### src/rtl/ex_mem_latch.sv
// rtl/ex_mem_latch.sv - EX/MEM pipeline register with data-cache request FSM
// Holds a load/store request until dhit and stalls upstream stages meanwhile.
module ex_mem_latch #(
  parameter int WORD_W = 32,
  parameter int RSEL_W = 5,
  parameter int WMUX_W = 2
) (
  input  logic              CLK,
  input  logic              nRST,
  input  logic              ex_en,
  input  logic              flush,
  input  logic [WORD_W-1:0] npc_i,
  input  logic [WORD_W-1:0] alu_out_i,
  input  logic [WORD_W-1:0] rdat2_i,
  input  logic [WORD_W-1:0] LUI_i,
  input  logic [WORD_W-1:0] imemload_i,
  input  logic [RSEL_W-1:0] wsel_i,
  input  logic              wen_i,
  input  logic              d_ren_i,
  input  logic              d_wen_i,
  input  logic [WMUX_W-1:0] W_mux_i,
  input  logic              halt_i,
  input  logic              dhit,
  input  logic [WORD_W-1:0] dmemload,
  output logic [WORD_W-1:0] npc_o,
  output logic [WORD_W-1:0] alu_out_o,
  output logic [WORD_W-1:0] LUI_o,
  output logic [WORD_W-1:0] imemload_o,
  output logic [RSEL_W-1:0] wsel_o,
  output logic              wen_o,
  output logic [WMUX_W-1:0] W_mux_o,
  output logic              halt_o,
  output logic [WORD_W-1:0] dload_o,
  output logic              dmemREN,
  output logic              dmemWEN,
  output logic [WORD_W-1:0] dmemaddr,
  output logic [WORD_W-1:0] dmemstore,
  output logic              mem_busy,
  output logic [31:0]       stall_cnt
);

  typedef enum logic [1:0] {IDLE, REQ, DONE} state_t;

  state_t state;
  logic   d_ren_o;
  logic   d_wen_o;
  logic   accept;
  logic   req_hit;

  assign mem_busy  = (state == REQ) & ~dhit;
  assign req_hit   = (state == REQ) & dhit;
  assign accept    = ex_en & ~mem_busy & ~halt_o;
  assign dmemREN   = (state == REQ) & d_ren_o;
  assign dmemWEN   = (state == REQ) & d_wen_o;
  assign dmemaddr  = alu_out_o;

  always_ff @(posedge CLK or negedge nRST) begin
    if (!nRST) begin
      state      <= IDLE;
      npc_o      <= '0;
      alu_out_o  <= '0;
      LUI_o      <= '0;
      imemload_o <= '0;
      wsel_o     <= '0;
      wen_o      <= 1'b0;
      W_mux_o    <= '0;
      halt_o     <= 1'b0;
      dload_o    <= '0;
      dmemstore  <= '0;
      d_ren_o    <= 1'b0;
      d_wen_o    <= 1'b0;
      stall_cnt  <= '0;
    end else begin
      if (mem_busy && stall_cnt != 32'hFFFF_FFFF)
        stall_cnt <= stall_cnt + 32'd1;

      if (req_hit) begin
        if (d_ren_o)
          dload_o <= dmemload;
        state <= DONE;
      end

      // An accept on the dhit cycle overrides the completion above.
      if (accept) begin
        if (flush) begin
          state      <= IDLE;
          npc_o      <= '0;
          alu_out_o  <= '0;
          LUI_o      <= '0;
          imemload_o <= '0;
          wsel_o     <= '0;
          wen_o      <= 1'b0;
          W_mux_o    <= '0;
          halt_o     <= 1'b0;
          dload_o    <= '0;
          dmemstore  <= '0;
          d_ren_o    <= 1'b0;
          d_wen_o    <= 1'b0;
        end else begin
          state      <= (d_ren_i | d_wen_i) ? REQ : IDLE;
          npc_o      <= npc_i;
          alu_out_o  <= alu_out_i;
          LUI_o      <= LUI_i;
          imemload_o <= imemload_i;
          wsel_o     <= wsel_i;
          wen_o      <= wen_i;
          W_mux_o    <= W_mux_i;
          halt_o     <= halt_i;
          dmemstore  <= rdat2_i;
          d_ren_o    <= d_ren_i & ~d_wen_i;
          d_wen_o    <= d_wen_i;
        end
      end
    end
  end

endmodule

### config.mk
export PLATFORM = sky130hd
export DESIGN_NAME = ex_mem_latch
export DESIGN_NICKNAME = d
export VERILOG_FILES = /design/src/rtl/ex_mem_latch.sv
export SDC_FILE = /design/constraint.sdc
export NUM_CORES = 1
export LEC_CHECK = 0
export BUFFER_PORTS_ARGS = -buffer_cell sky130_fd_sc_hd__clkbuf_2
export CORE_ASPECT_RATIO = 1.1
export CORE_MARGIN = 3
export CORE_UTILIZATION = 30
export CTS_CLUSTER_DIAMETER = 200
export DETAILED_ROUTE_END_ITERATION = 10
export PLACE_DENSITY = 0.63
export RECOVER_POWER = 100
export SETUP_SLACK_MARGIN = 0.4
export SYNTH_ARGS = -nofsm -noshare
export SYNTH_HDL_FRONTEND = slang
export SYNTH_SLANG_ARGS = --single-unit
export TNS_END_PERCENT = 100
### constraint.sdc
create_clock -name CLK -period 2.4 [get_ports CLK]
set_input_delay 0.72 -clock CLK [delete_from_list [all_inputs] [get_ports CLK]]
set_output_delay 0.72 -clock CLK [all_outputs]
set_load 0.02 [all_outputs]
## Word level (Yosys, flattened, before mapping)

Cells that the tools add are included.

| operators by class | value |
|---|---|
| multiplexer cells | 19 |
| add/sub/neg operators | 1 |
| reduce and logical (&&, ||, !) cells | 2 |
| eq/ne operators | 2 |
| bitwise operators | 12 |

Operator list:

| cell | count |
|---|---|
| $mux W32 | 9 |
| $add A32 B1 Y32 const B | 1 |
| $ne A32 B32 Y1 const B | 1 |
| $and A1 B1 Y1 | 7 |
| $mux W1 | 6 |
| $mux W2 | 3 |
| $mux W5 | 1 |
| $not A1 Y1 | 4 |
| $eq A2 B1 Y1 const B | 1 |
| $reduce_bool A2 Y1 | 1 |
| $logic_and A1 B1 Y1 | 1 |
| $or A1 B1 Y1 | 1 |

| storage, ports and cells | value |
|---|---|
| input port bits | 208 |
| word-level logic and storage cells | 50 |
| register bits | 237 |

## Logic depth before layout (Yosys ltp)

Gate-level depths: netlist (run 1).

| depth | value |
|---|---|
| depth in word-level cells | 6 |
| gate-level depth with buffers | 9 |
| gate-level depth less buffers | 7 |

## Least setup slack after synthesis (run 1)

Ideal clock, no wire load.

| timing path | value |
|---|---|
| path type | input-to-reg |
| from | in dhit |
| to | reg LUI_o[0] |
| buffers on the path | 3 |
| stages | 8 |
| setup time | 0.066 ns |
| data arrival time | 2.159 ns |
| slack | 0.174 ns |
| cells stage by stage | nand2b_1 -> clkinv_1 -> nor3b_1 -> buf_2 -> clkbuf_1 -> buf_2 -> nand3_1 -> nand2_1 |

| on the way | value |
|---|---|
| word-level cells in the longest chain between the ends | 5 |

Ends and longest elaborated chain:

| item | line | source |
|---|---|---|
| start: declaration | 23 | `input logic dhit,` |
| $not A1 Y1 | 50 | `assign mem_busy = (state == REQ) & ~dhit;` |
| $and A1 B1 Y1 | 50 |  |
| net mem_busy | 38 | `output logic mem_busy,` |
| $not A1 Y1 | 52 | `assign accept = ex_en & ~mem_busy & ~halt_o;` |
| $and A1 B1 Y1 (2 in a row) | 52 |  |
| end signal: assignment | 103 | `LUI_o <= LUI_i;` |
| end: declaration | 27 | `output logic [WORD_W-1:0] LUI_o,` |

The timed path passes the listed nets, and every way through them passes these cells.
A chain may end at the register's enable or synchronous reset.

## Worst setup path after layout (run 1)

| timing path | value |
|---|---|
| from | reg stall_cnt[11] |
| to | reg stall_cnt[27] |

| on the way | value |
|---|---|
| word-level cells in the longest chain between the ends | 2 |
| elaborated cells on any way between the ends | 3 |

Ends and longest elaborated chain:

| item | line | source |
|---|---|---|
| start: declaration | 39 | `output logic [31:0] stall_cnt` |
| start signal: assignment | 75 | `stall_cnt <= stall_cnt + 32'd1;` |
| branches (longest 2 deep; another with $add A32 B1 Y32) | n/a |  |

Several ways; the timed one is not identified.

==> results of run 1 <==
power by group:
group | total (mW) | switching [mW] | internal (mW)
clock | 4.72 | 1.71 | 3.01
sequential | 5.66 | 0.651 | 5.01
combinational | 3.72 | 2.77 | 0.945
total | 14.1 | 5.13 | 8.97
registers in the layout (all words and copies together) (netlist names), 5 cells and up:
| signal | count |
|---|---|
| alu_out_o | 32 |
| npc_o | 32 |
| wsel_o | 5 |
| dload_o | 32 |
| dmemstore | 32 |
| stall_cnt | 32 |
| imemload_o | 32 |
| LUI_o | 32 |
cells by family (layout without fill, tap and decap cells):
| logic type | count (synthesis) | after routing | share of synthesized area (%) |
|---|---|---|---|
| xor+xnor | 29 | 29 | 2.59 |
| simple gates | 655 | 656 | 29.0 |
| buf+inv | 104 | 563 | 5.42 |
| mux | 1 | 1 | 0.115 |
| flops | 237 | 237 | 60.4 |
| other cells | 0 | 1 | 0 |
| compound gates | 42 | 42 | 2.32 |
| fa+ha+maj | 1 | 1 | 0.127 |
per-layer routing:
layer  wire, um  share of wire, %  vias up  track usage, %
met5          0                 0        -               0
met4        920               2.8        0            5.37
met3       2590               8.0       66            4.07
met2      16100                50      385            29.0
met1      12800                39     4373            21.9
li1           -                 -     4338               -
cell type report:
type                       instances  share of cell area [%]
sequential                       237                    44.2
multi-input combinational        729                    25.7
timing repair buffer             510                    18.3
clock buffer                      35                    5.71
tap                              420                    3.92
clock inverter                    14                    2.00
inverter                           4                   0.168
antenna                            1                  0.0187
critical path: cells and delay by family, from the launching register on:
family	cells	cell delay, ns
DFF	1	0.47
xor gates and xnor gates	1	0.19
and+or+nand+nor	4	1.49
worst max path at each step:
stage,cells past startpoint,endpoint,start
floorplan,6,stall_cnt[25],dhit
global placement,5,dload_o[14],dhit
detailed placement,5,dload_o[10],dhit
CTS,3,dmemREN,state[1]
global route,5,stall_cnt[27],stall_cnt[11]
finish,5,stall_cnt[27],stall_cnt[11]
per-stage QoR:
stage	cells	utilization, %	worst slack [ns]
after floorplan	1069	-	0.370
after global placement	1886	39.3	0.0732
after detailed placement	1886	39.3	0.00738
after CTS	1937	42.8	0.227
after global routing	1950	42.2	0.0505
final	1950	42.2	0.173
synthesized netlist by cell type (10+ instances only):
master,n,share of area [%]
sky130_fd_sc_hd__clkbuf_1,53,2.0
sky130_fd_sc_hd__nand4_1,10,0.64
sky130_fd_sc_hd__dfrtp_1,237,60
sky130_fd_sc_hd__xnor2_1,17,1.5
sky130_fd_sc_hd__buf_2,11,0.56
sky130_fd_sc_hd__xor2_1,12,1.1
sky130_fd_sc_hd__nand3_1,185,9.4
sky130_fd_sc_hd__a21oi_1,33,1.7
sky130_fd_sc_hd__nand2_1,415,16
sky130_fd_sc_hd__buf_4,32,2.4
sky130_fd_sc_hd__nor2_1,10,0.38
placed cells by master (no fill, tap or decap), types with 3 or more instances in the layout:
cell type and n:
sky130_fd_sc_hd__clkinv_2 3, sky130_fd_sc_hd__nor3_1 5, sky130_fd_sc_hd__nor4_1 5, sky130_fd_sc_hd__nand3_1 183, sky130_fd_sc_hd__clkbuf_2 214, sky130_fd_sc_hd__nor2_1 8
sky130_fd_sc_hd__nand2_1 415, sky130_fd_sc_hd__dfrtp_1 234, sky130_fd_sc_hd__nand4_1 10, sky130_fd_sc_hd__and4_1 3, sky130_fd_sc_hd__buf_4 14, sky130_fd_sc_hd__clkbuf_8 6
sky130_fd_sc_hd__and3_1 4, sky130_fd_sc_hd__nand3_2 3, sky130_fd_sc_hd__clkbuf_4 4, sky130_fd_sc_hd__buf_8 3, sky130_fd_sc_hd__bufinv_16 7, sky130_fd_sc_hd__buf_16 4
sky130_fd_sc_hd__xnor2_1 17, sky130_fd_sc_hd__a21oi_1 33, sky130_fd_sc_hd__clkbuf_1 268, sky130_fd_sc_hd__o21ai_0 3, sky130_fd_sc_hd__dfrtp_2 3, sky130_fd_sc_hd__clkbuf_16 29
sky130_fd_sc_hd__xor2_1 12
what timing repair did:
item,4_1_cts,5_1_grt
cloned,0,3
setup buffers,2,9
setup endpoints to repair,31,108
resized for setup,12,30
pin swaps,2,7
==> impl_metrics.xml, run 1 <==
<?xml version="1.0" encoding="UTF-8"?>
<metrics>
  <group name="place">
    <metric name="place.port_buffers" unit="">475</metric>
    <metric name="placed_cell_area" unit="sq mm">0.0125</metric>
    <metric name="hpwl" unit="um">22600</metric>
    <metric name="last_weighted_congestion_value_of_the_routability_driven_placer" unit="">0.812</metric>
  </group>
  <group name="final_layout">
    <metric name="num-nets-final" unit="">1718</metric>
    <metric name="multiInputGateArea" unit="sq mm">0.00345</metric>
    <metric name="layout-area-overhead-vs-synth" unit="%">36.7</metric>
    <metric name="num-fill-cells" unit="">3265</metric>
    <metric name="regArea" unit="sq mm">0.00593</metric>
    <metric name="post-route-cell-area" unit="sq mm">0.0134</metric>
    <metric name="drive_above_1_share" unit="%">20.7</metric>
  </group>
  <group name="timing">
    <metric name="unrepaired_setup_endpoints_after_global_routing" unit="">yes</metric>
    <metric name="timing.final.crit_period" unit="ns">2.23</metric>
    <metric name="worstMarginPinSlew" unit="ns">1.44</metric>
    <metric name="finClkSkew" unit="ns">0.0135</metric>
    <metric name="finalHoldViolations" unit="">0</metric>
    <metric name="finalSetupViolCount" unit="">0</metric>
    <metric name="timing.hold.ws" unit="ns">0.405</metric>
    <metric name="max_freq" unit="MHz">449</metric>
    <metric name="report.final.slew_viol_count" unit="">0</metric>
    <metric name="fin_crit_sh" unit="%">92.8</metric>
    <metric name="tns" unit="ns">0</metric>
    <metric name="max_slew_margin" unit="%">4.15</metric>
  </group>
  <group name="power_and_ir_drop">
    <metric name="power_leakage" unit="nW">6.92</metric>
    <metric name="vdd_drop_max" unit="mV">0.692</metric>
    <metric name="power_density" unit="mW/mm^2">1050</metric>
    <metric name="total_power" unit="mW">14.1</metric>
  </group>
  <group name="floorplanning">
    <metric name="horiz_die_dim" unit="um">178</metric>
    <metric name="dieArea" unit="sq mm">0.0349</metric>
    <metric name="number_of_standard_cell_rows_in_the_floorplan" unit="">68</metric>
    <metric name="io_pins" unit="">476</metric>
    <metric name="floorplan.core_area" unit="sq mm">0.0318</metric>
    <metric name="initial_core_util" unit="%">30.8</metric>
    <metric name="die_h" unit="um">196</metric>
  </group>
  <group name="synth">
    <metric name="synth_edf_count" unit="">0</metric>
    <metric name="postSynthRegisterBits" unit="">237</metric>
    <metric name="synth_net_count" unit="">1278</metric>
    <metric name="synth_cell_types" unit="">42</metric>
    <metric name="ys.flop_type" unit="">sky130_fd_sc_hd__dfrtp_1</metric>
    <metric name="yosys_warnings" unit="">0</metric>
    <metric name="async_s_r_ff_share_synth" unit="%">100</metric>
    <metric name="synth.yosys.seq_area_share" unit="%">60.4</metric>
    <metric name="synthesis.area" unit="sq mm">0.00981</metric>
    <metric name="syn_area_per_cell" unit="sq um">9.18</metric>
    <metric name="post_synth_inst_count" unit="">1069</metric>
  </group>
  <group name="setup_path">
    <metric name="timing.critical_path.slowest_cell_delay" unit="ns">0.68</metric>
    <metric name="crit_path_top_delay_cell" unit="">sky130_fd_sc_hd__or4_1</metric>
    <metric name="rr_endpoint" unit="">stall_cnt[27]</metric>
    <metric name="cp_data_arrival_time" unit="ns">2.67</metric>
    <metric name="regToRegStartpoint" unit="">stall_cnt[11]</metric>
    <metric name="worstPathCellList" unit="">nand4_4, or3_1, or4_1, nor3_4, xor2_1</metric>
    <metric name="reg2reg_setup_slack" unit="ns">0.17</metric>
    <metric name="critPathMaxFanout" unit="">6</metric>
    <metric name="worstRegToRegCells" unit="">5</metric>
    <metric name="start_kind" unit="">flop</metric>
    <metric name="crit_required" unit="ns">2.85</metric>
    <metric name="path_class" unit="">flop to flop</metric>
    <metric name="setup.worst_path.end_class" unit="">flop</metric>
  </group>
  <group name="routing">
    <metric name="iteration_0_drc_count_of_the_detailed_router" unit="">568</metric>
    <metric name="route.detailed.vias_per_inst" unit="">4.70</metric>
    <metric name="route.detailed.wl_per_inst" unit="um">16.6</metric>
    <metric name="drc" unit="">0</metric>
    <metric name="route.final.wire_length" unit="um">32400</metric>
    <metric name="postRouteAntennaNets" unit="">0</metric>
    <metric name="drt_pre_antenna_iters" unit="">6</metric>
    <metric name="via_count" unit="">9162</metric>
  </group>
  <group name="clock_network">
    <metric name="clk_pin_slew" unit="ns">0.06</metric>
    <metric name="tritoncts.num_buffers" unit="">27</metric>
    <metric name="cts_num_sinks" unit="">237</metric>
    <metric name="cts_buffer_depth" unit="">3</metric>
    <metric name="insertion_delay" unit="ns">0.53</metric>
    <metric name="cts_root_buf" unit="">sky130_fd_sc_hd__clkbuf_16</metric>
    <metric name="cts_max_level" unit="">1</metric>
    <metric name="cts_tree" unit="">built</metric>
    <metric name="cts.hold.buffers_added" unit="">0</metric>
  </group>
  <group name="global_route">
    <metric name="first_pass_grt_wire_length" unit="um">49100</metric>
    <metric name="grt_start_max_net_pins" unit="">171</metric>
    <metric name="grt_antenna_before_repair" unit="">1</metric>
    <metric name="first_global_vias" unit="">8827</metric>
    <metric name="overflow" unit="">0</metric>
    <metric name="overall_track_demand_over_capacity_in_global_routing" unit="%">17.2</metric>
  </group>
  <group name="run">
    <metric name="max_cap_viol_count" unit="">0</metric>
  </group>
  <group name="worst_hold_path">
    <metric name="min-delay-path-class" unit="">primary input to async pin</metric>
  </group>
  <group name="status">
    <metric name="status" unit="">finished clean</metric>
  </group>
</metrics>
Note: power is estimated with default switching activity, not from simulation.
==> run 2, diff against run 1 <==
Settings changed: CELL_PAD_IN_SITES_DETAIL_PLACEMENT set to 1, CELL_PAD_IN_SITES_GLOBAL_PLACEMENT set to 1, PLACE_DENSITY 0.63 to 0.81.
==> impl_metrics.xml, run 2 (synthesis gave the netlist of run 1 again) <==
<?xml version="1.0" encoding="UTF-8"?>
<metrics>
  <group name="setup_path">
    <metric name="rr_endpoint" unit="">stall_cnt[24]</metric>
    <metric name="worstRegToRegCells" unit="">5</metric>
    <metric name="cp_data_arrival_time" unit="ns">1.53</metric>
    <metric name="regToRegStartpoint" unit="">stall_cnt[9]</metric>
    <metric name="reg2reg_setup_slack" unit="ns">0.24</metric>
    <metric name="setup.worst_path.end_class" unit="">output pin</metric>
    <metric name="start_kind" unit="">flop</metric>
    <metric name="crit_required" unit="ns">1.68</metric>
    <metric name="crit_path_start" unit="">state[1]</metric>
    <metric name="path_class" unit="">flop to output pin</metric>
    <metric name="critPathMaxFanout" unit="">4</metric>
  </group>
  <group name="routing">
    <metric name="route.detailed.wl_per_inst" unit="um">18.6</metric>
    <metric name="drt_pre_antenna_iters" unit="">4</metric>
    <metric name="iteration_0_drc_count_of_the_detailed_router" unit="">431</metric>
    <metric name="drc" unit="">0</metric>
    <metric name="postRouteAntennaNets" unit="">0</metric>
    <metric name="route.detailed.vias_per_inst" unit="">4.82</metric>
    <metric name="route.final.wire_length" unit="um">36300</metric>
    <metric name="via_count" unit="">9409</metric>
  </group>
  <group name="place">
    <metric name="dpl_worst_slack" unit="ns">0.141</metric>
    <metric name="hpwl" unit="um">25800</metric>
    <metric name="place.port_buffers" unit="">475</metric>
    <metric name="placed_cell_area" unit="sq mm">0.0126</metric>
    <metric name="last_weighted_congestion_value_of_the_routability_driven_placer" unit="">0.809</metric>
  </group>
  <group name="final_layout">
    <metric name="multiInputGateArea" unit="sq mm">0.00338</metric>
    <metric name="post-route-cell-area" unit="sq mm">0.0132</metric>
    <metric name="num-nets-final" unit="">1723</metric>
    <metric name="layout-area-overhead-vs-synth" unit="%">34.9</metric>
    <metric name="regArea" unit="sq mm">0.00594</metric>
    <metric name="n_antenna_cell" unit="">0</metric>
    <metric name="drive_above_1_share" unit="%">20.1</metric>
    <metric name="layout.cells.most_common_list" unit="">415 x sky130_fd_sc_hd__nand2_1, 276 x sky130_fd_sc_hd__clkbuf_1, 232 x sky130_fd_sc_hd__dfrtp_1</metric>
    <metric name="num-fill-cells" unit="">3988</metric>
    <metric name="mostFrequentLayoutCell" unit="">sky130_fd_sc_hd__nand2_1</metric>
  </group>
  <group name="status">
    <metric name="violations" unit="">max-capacitance violations, max-slew violations</metric>
    <metric name="status" unit="">complete, but fails checks</metric>
  </group>
  <group name="timing">
    <metric name="unrepaired_setup_endpoints_after_global_routing" unit="">yes</metric>
    <metric name="finalHoldViolations" unit="">0</metric>
    <metric name="max_slew_margin" unit="%">-19.5</metric>
    <metric name="timing.final.crit_period" unit="ns">2.25</metric>
    <metric name="timing.hold.ws" unit="ns">0.401</metric>
    <metric name="tns" unit="ns">0</metric>
    <metric name="fin_crit_sh" unit="%">93.7</metric>
    <metric name="finalWorstSetupSlack" unit="ns">0.150</metric>
    <metric name="finalSetupViolCount" unit="">0</metric>
    <metric name="max_freq" unit="MHz">444</metric>
    <metric name="report.final.slew_viol_count" unit="">64</metric>
    <metric name="worstMarginPinSlew" unit="ns">1.79</metric>
    <metric name="finClkSkew" unit="ns">0.0120</metric>
  </group>
  <group name="floorplanning">
    <metric name="dieArea" unit="sq mm">0.0349</metric>
    <metric name="horiz_die_dim" unit="um">178</metric>
    <metric name="io_pins" unit="">476</metric>
    <metric name="die_h" unit="um">196</metric>
    <metric name="number_of_standard_cell_rows_in_the_floorplan" unit="">68</metric>
    <metric name="floorplan.core_area" unit="sq mm">0.0318</metric>
    <metric name="initial_core_util" unit="%">30.8</metric>
  </group>
  <group name="run">
    <metric name="max_cap_viol_count" unit="">1</metric>
  </group>
  <group name="clock_network">
    <metric name="clk_pin_slew" unit="ns">0.06</metric>
    <metric name="insertion_delay" unit="ns">0.53</metric>
    <metric name="cts_num_sinks" unit="">237</metric>
    <metric name="cts_tree" unit="">built</metric>
    <metric name="cts_max_level" unit="">1</metric>
    <metric name="cts.hold.buffers_added" unit="">0</metric>
    <metric name="tritoncts.num_buffers" unit="">27</metric>
    <metric name="cts_root_buf" unit="">sky130_fd_sc_hd__clkbuf_16</metric>
    <metric name="cts_buffer_depth" unit="">3</metric>
  </group>
  <group name="power_and_ir_drop">
    <metric name="power_leakage" unit="nW">6.83</metric>
    <metric name="power_density" unit="mW/mm^2">1040</metric>
    <metric name="vdd_drop_max" unit="mV">0.498</metric>
  </group>
  <group name="worst_hold_path">
    <metric name="whs_endpoint" unit="">dload_o[19]</metric>
    <metric name="min-delay-path-class" unit="">primary input to flop</metric>
    <metric name="hold_start" unit="">dmemload[19]</metric>
    <metric name="hold_depth" unit="">3</metric>
  </group>
  <group name="global_route">
    <metric name="first_pass_grt_wire_length" unit="um">53900</metric>
    <metric name="grt_antenna_before_repair" unit="">1</metric>
    <metric name="grt_start_max_net_pins" unit="">92</metric>
    <metric name="overall_track_demand_over_capacity_in_global_routing" unit="%">19.2</metric>
    <metric name="overflow" unit="">0</metric>
    <metric name="first_global_vias" unit="">9854</metric>
  </group>
</metrics>
## run 2: cell types whose count changed in the layout (fill, tap and decap cells not counted), sizes merged
cell	before	now
and3	7	6
buf	24	30
bufinv	7	3
clkbuf	521	525
clkinvlp	0	1
diode	1	0
inv	5	4
## run 2: worst max-delay path by stage
stage                    end  depth (start not counted)
4_1_cts              dmemREN                          3
6_report            mem_busy                          4
2_1_floorplan  stall_cnt[25]                          6
3_5_place_dp   stall_cnt[24]                          7
3_3_place_gp   stall_cnt[25]                          7
5_1_grt            npc_o[27]                          2
## run 2: what timing repair did
action / 4_1_cts / 5_1_grt
resized for setup: 12 / 27
pin swaps: 2 / 8
buffers inserted: 4 / 7
endpoints found under the setup margin: 20 / 48
## run 2: where the power goes
part / switching [mW] / internal, mW / leakage, nW
Clock: 1.66 / 2.60 / 0.456
Sequential: 0.673 / 5.02 / 3.13
Combinational: 2.85 / 0.946 / 3.24
## run 2: critical path: stages, from the launching register on
cell,delay (ns)
sky130_fd_sc_hd__dfrtp_1,0.41
sky130_fd_sc_hd__nor2b_4,0.19
sky130_fd_sc_hd__nand2b_4,0.08
sky130_fd_sc_hd__clkinv_4,0.05
sky130_fd_sc_hd__clkbuf_1,0.27
## run 2: through the flow
step	power [mW]	std cells	utilization, %
final	13.7	1954	41.6
after detailed placement	9.90	1894	39.6
after global placement	9.72	1894	39.6
after floorplan	8.10	1069	-
after CTS	14.2	1947	42.8
after global routing	14.5	1954	41.6
## run 2: cell type report
cell class | count | area share [%]
sequential | 237 | 44.9
multi-input combinational | 728 | 25.5
timing repair buffer | 516 | 18.5
clock buffer | 39 | 5.98
tap | 420 | 3.97
clock inverter | 10 | 0.993
inverter | 4 | 0.170
## run 2: per-layer routing
layer  track usage (%)  wire [um]
met1              22.0      13500
met2              34.0      18700
met3              4.47       2500
met4              8.20       1550
met5                 0          9
==> run 3, diff against run 2 <==
Settings changed: CORE_AREA set to 3 3 182 184, CORE_ASPECT_RATIO 1.1 to not set, CORE_MARGIN 3 to not set, CORE_UTILIZATION 30 to not set, DIE_AREA set to 0 0 185 187, PLACE_DENSITY 0.81 to 0.82.
==> impl_metrics.xml, run 3 (synthesis gave the netlist of run 1 again) <==
<?xml version="1.0" encoding="UTF-8"?>
<metrics>
  <group name="final_layout">
    <metric name="mostFrequentLayoutCell" unit="">sky130_fd_sc_hd__nand2_1</metric>
    <metric name="fin_cells" unit="">1949</metric>
    <metric name="n_antenna_cell" unit="">0</metric>
    <metric name="num-fill-cells" unit="">3947</metric>
    <metric name="drive_above_1_share" unit="%">20.7</metric>
    <metric name="num-nets-final" unit="">1737</metric>
    <metric name="layout-area-overhead-vs-synth" unit="%">35.7</metric>
    <metric name="layout.cells.most_common_list" unit="">415 x sky130_fd_sc_hd__nand2_1, 278 x sky130_fd_sc_hd__clkbuf_1, 231 x sky130_fd_sc_hd__dfrtp_1</metric>
  </group>
  <group name="worst_hold_path">
    <metric name="min-delay-path-class" unit="">primary input to flop</metric>
    <metric name="hold_start" unit="">dmemload[7]</metric>
  </group>
  <group name="setup_path">
    <metric name="start_kind" unit="">flop</metric>
    <metric name="rr_endpoint" unit="">stall_cnt[29]</metric>
    <metric name="reg2reg_setup_slack" unit="ns">0.21</metric>
    <metric name="worstRegToRegCells" unit="">5</metric>
    <metric name="path_class" unit="">flop to output pin</metric>
    <metric name="regToRegStartpoint" unit="">stall_cnt[9]</metric>
    <metric name="crit_path_start" unit="">state[1]</metric>
    <metric name="cp_data_arrival_time" unit="ns">1.50</metric>
    <metric name="worst_setup_path_endpoint" unit="">dmemREN</metric>
    <metric name="critPathMaxFanout" unit="">4</metric>
    <metric name="crit_required" unit="ns">1.68</metric>
    <metric name="setup.worst_path.end_class" unit="">output pin</metric>
  </group>
  <group name="routing">
    <metric name="drc" unit="">0</metric>
    <metric name="iteration_0_drc_count_of_the_detailed_router" unit="">414</metric>
    <metric name="route.detailed.wl_per_inst" unit="um">18.2</metric>
    <metric name="route.detailed.vias_per_inst" unit="">4.80</metric>
    <metric name="postRouteAntennaNets" unit="">0</metric>
    <metric name="route.final.wire_length" unit="um">35600</metric>
    <metric name="via_count" unit="">9358</metric>
    <metric name="drt_pre_antenna_iters" unit="">4</metric>
  </group>
  <group name="clock_network">
    <metric name="cts_root_buf" unit="">sky130_fd_sc_hd__clkbuf_16</metric>
    <metric name="cts_buffer_depth" unit="">3</metric>
    <metric name="cts_num_sinks" unit="">237</metric>
    <metric name="insertion_delay" unit="ns">0.54</metric>
    <metric name="cts_tree" unit="">built</metric>
    <metric name="clk_pin_slew" unit="ns">0.06</metric>
    <metric name="cts_max_level" unit="">1</metric>
    <metric name="cts.hold.buffers_added" unit="">0</metric>
    <metric name="tritoncts.num_buffers" unit="">28</metric>
  </group>
  <group name="floorplanning">
    <metric name="io_pins" unit="">476</metric>
    <metric name="dieArea" unit="sq mm">0.0346</metric>
    <metric name="initial_core_util" unit="%">31.1</metric>
    <metric name="horiz_die_dim" unit="um">185</metric>
    <metric name="number_of_standard_cell_rows_in_the_floorplan" unit="">65</metric>
    <metric name="die_h" unit="um">187</metric>
    <metric name="floorplan.core_area" unit="sq mm">0.0316</metric>
  </group>
  <group name="global_route">
    <metric name="first_global_vias" unit="">9792</metric>
    <metric name="grt_start_max_net_pins" unit="">103</metric>
    <metric name="overall_track_demand_over_capacity_in_global_routing" unit="%">19.4</metric>
    <metric name="overflow" unit="">0</metric>
    <metric name="first_pass_grt_wire_length" unit="um">54300</metric>
    <metric name="grt_antenna_before_repair" unit="">0</metric>
  </group>
  <group name="place">
    <metric name="hpwl" unit="um">25700</metric>
    <metric name="place.port_buffers" unit="">475</metric>
    <metric name="last_weighted_congestion_value_of_the_routability_driven_placer" unit="">0.862</metric>
    <metric name="dp_cells" unit="">1877</metric>
  </group>
  <group name="timing">
    <metric name="finalSetupViolCount" unit="">0</metric>
    <metric name="finalHoldViolations" unit="">0</metric>
    <metric name="timing.final.crit_period" unit="ns">2.22</metric>
    <metric name="report.final.slew_viol_count" unit="">56</metric>
    <metric name="max_freq" unit="MHz">451</metric>
    <metric name="unrepaired_setup_endpoints_after_global_routing" unit="">yes</metric>
    <metric name="max_slew_margin" unit="%">-9.81</metric>
    <metric name="tns" unit="ns">0</metric>
    <metric name="fin_crit_sh" unit="%">92.3</metric>
    <metric name="worstMarginPinSlew" unit="ns">1.65</metric>
    <metric name="finClkSkew" unit="ns">0.0127</metric>
  </group>
  <group name="run">
    <metric name="max_cap_viol_count" unit="">1</metric>
  </group>
  <group name="power_and_ir_drop">
    <metric name="vdd_drop_max" unit="mV">0.616</metric>
    <metric name="power_leakage" unit="nW">6.89</metric>
    <metric name="power_density" unit="mW/mm^2">1030</metric>
  </group>
  <group name="status">
    <metric name="violations" unit="">max-capacitance violations, max-slew violations</metric>
    <metric name="status" unit="">complete, but fails checks</metric>
  </group>
</metrics>
==> run 3: where the power goes <==
group	switching [mW]	internal (mW)	total, mW	leakage, nW
Sequential	0.658	5.02	5.67	3.13
Clock	1.68	2.54	4.21	0.447
Combinational	2.84	0.946	3.79	3.32
==> run 3: metrics by stage <==
step | instance area, sq um | setup WS (ns) | util, % | power (mW) | hold WS (ns)
final | 13300 | 0.184 | 42.2 | 13.7 | 0.399
after global routing | 13300 | 0.0813 | 42.2 | 14.5 | 0.382
after CTS | 13600 | 0.215 | 43.1 | 14.2 | 0.128
after detailed placement | 12600 | 0.110 | 39.9 | 9.89 | 0.457
after global placement | 12600 | 0.162 | 39.9 | 9.70 | 0.449
after floorplan | 9840 | 0.370 | - | 8.10 | 0.424
==> run 3: worst max-delay path, stage by stage, from the launching register on <==
cell,delay [ns]
sky130_fd_sc_hd__dfrtp_1,0.41
sky130_fd_sc_hd__nor2b_4,0.15
sky130_fd_sc_hd__and2_0,0.25
sky130_fd_sc_hd__buf_8,0.15
==> run 3: repair_timing <==
item / CTS / global route
pin swaps: 4 / 9
endpoints found under the setup margin: 20 / 87
resized for setup: 15 / 21
setup buffers: 7 / 16
cloned: 0 / 0
==> run 3: how the worst min path moves through the flow <==
stage	end	slack, ns	cells after the start
final	dload_o[7]	0.40	3
after global routing	dload_o[14]	0.38	3
after CTS	alu_out_o[16]	0.13	1
after detailed placement	dmemstore[14]	0.46	2
after global placement	LUI_o[7]	0.45	2
after floorplan	LUI_o[0]	0.42	0
==> run 3: area by class of cell <==
type | count | area, sq um | share of cell area (%)
Clock buffer | 40 | 807 | 6.06
Clock inverter | 9 | 101 | 0.761
Inverter | 4 | 22.5 | 0.169
Multi-Input combinational cell | 728 | 3400 | 25.6
Sequential cell | 237 | 5940 | 44.6
Tap cell | 402 | 503 | 3.78
Timing Repair Buffer | 529 | 2540 | 19.1
==> run 3: per-layer routing <==
layer / GRT usage [%] / up-vias / routed length [um]
met3: 4.47 / 68 / 2430
met2: 34.3 / 326 / 18300
met4: 5.97 / 0 / 1230
met1: 23.2 / 4600 / 13600
met5: 0 / - / 0
li1: - / 4364 / -
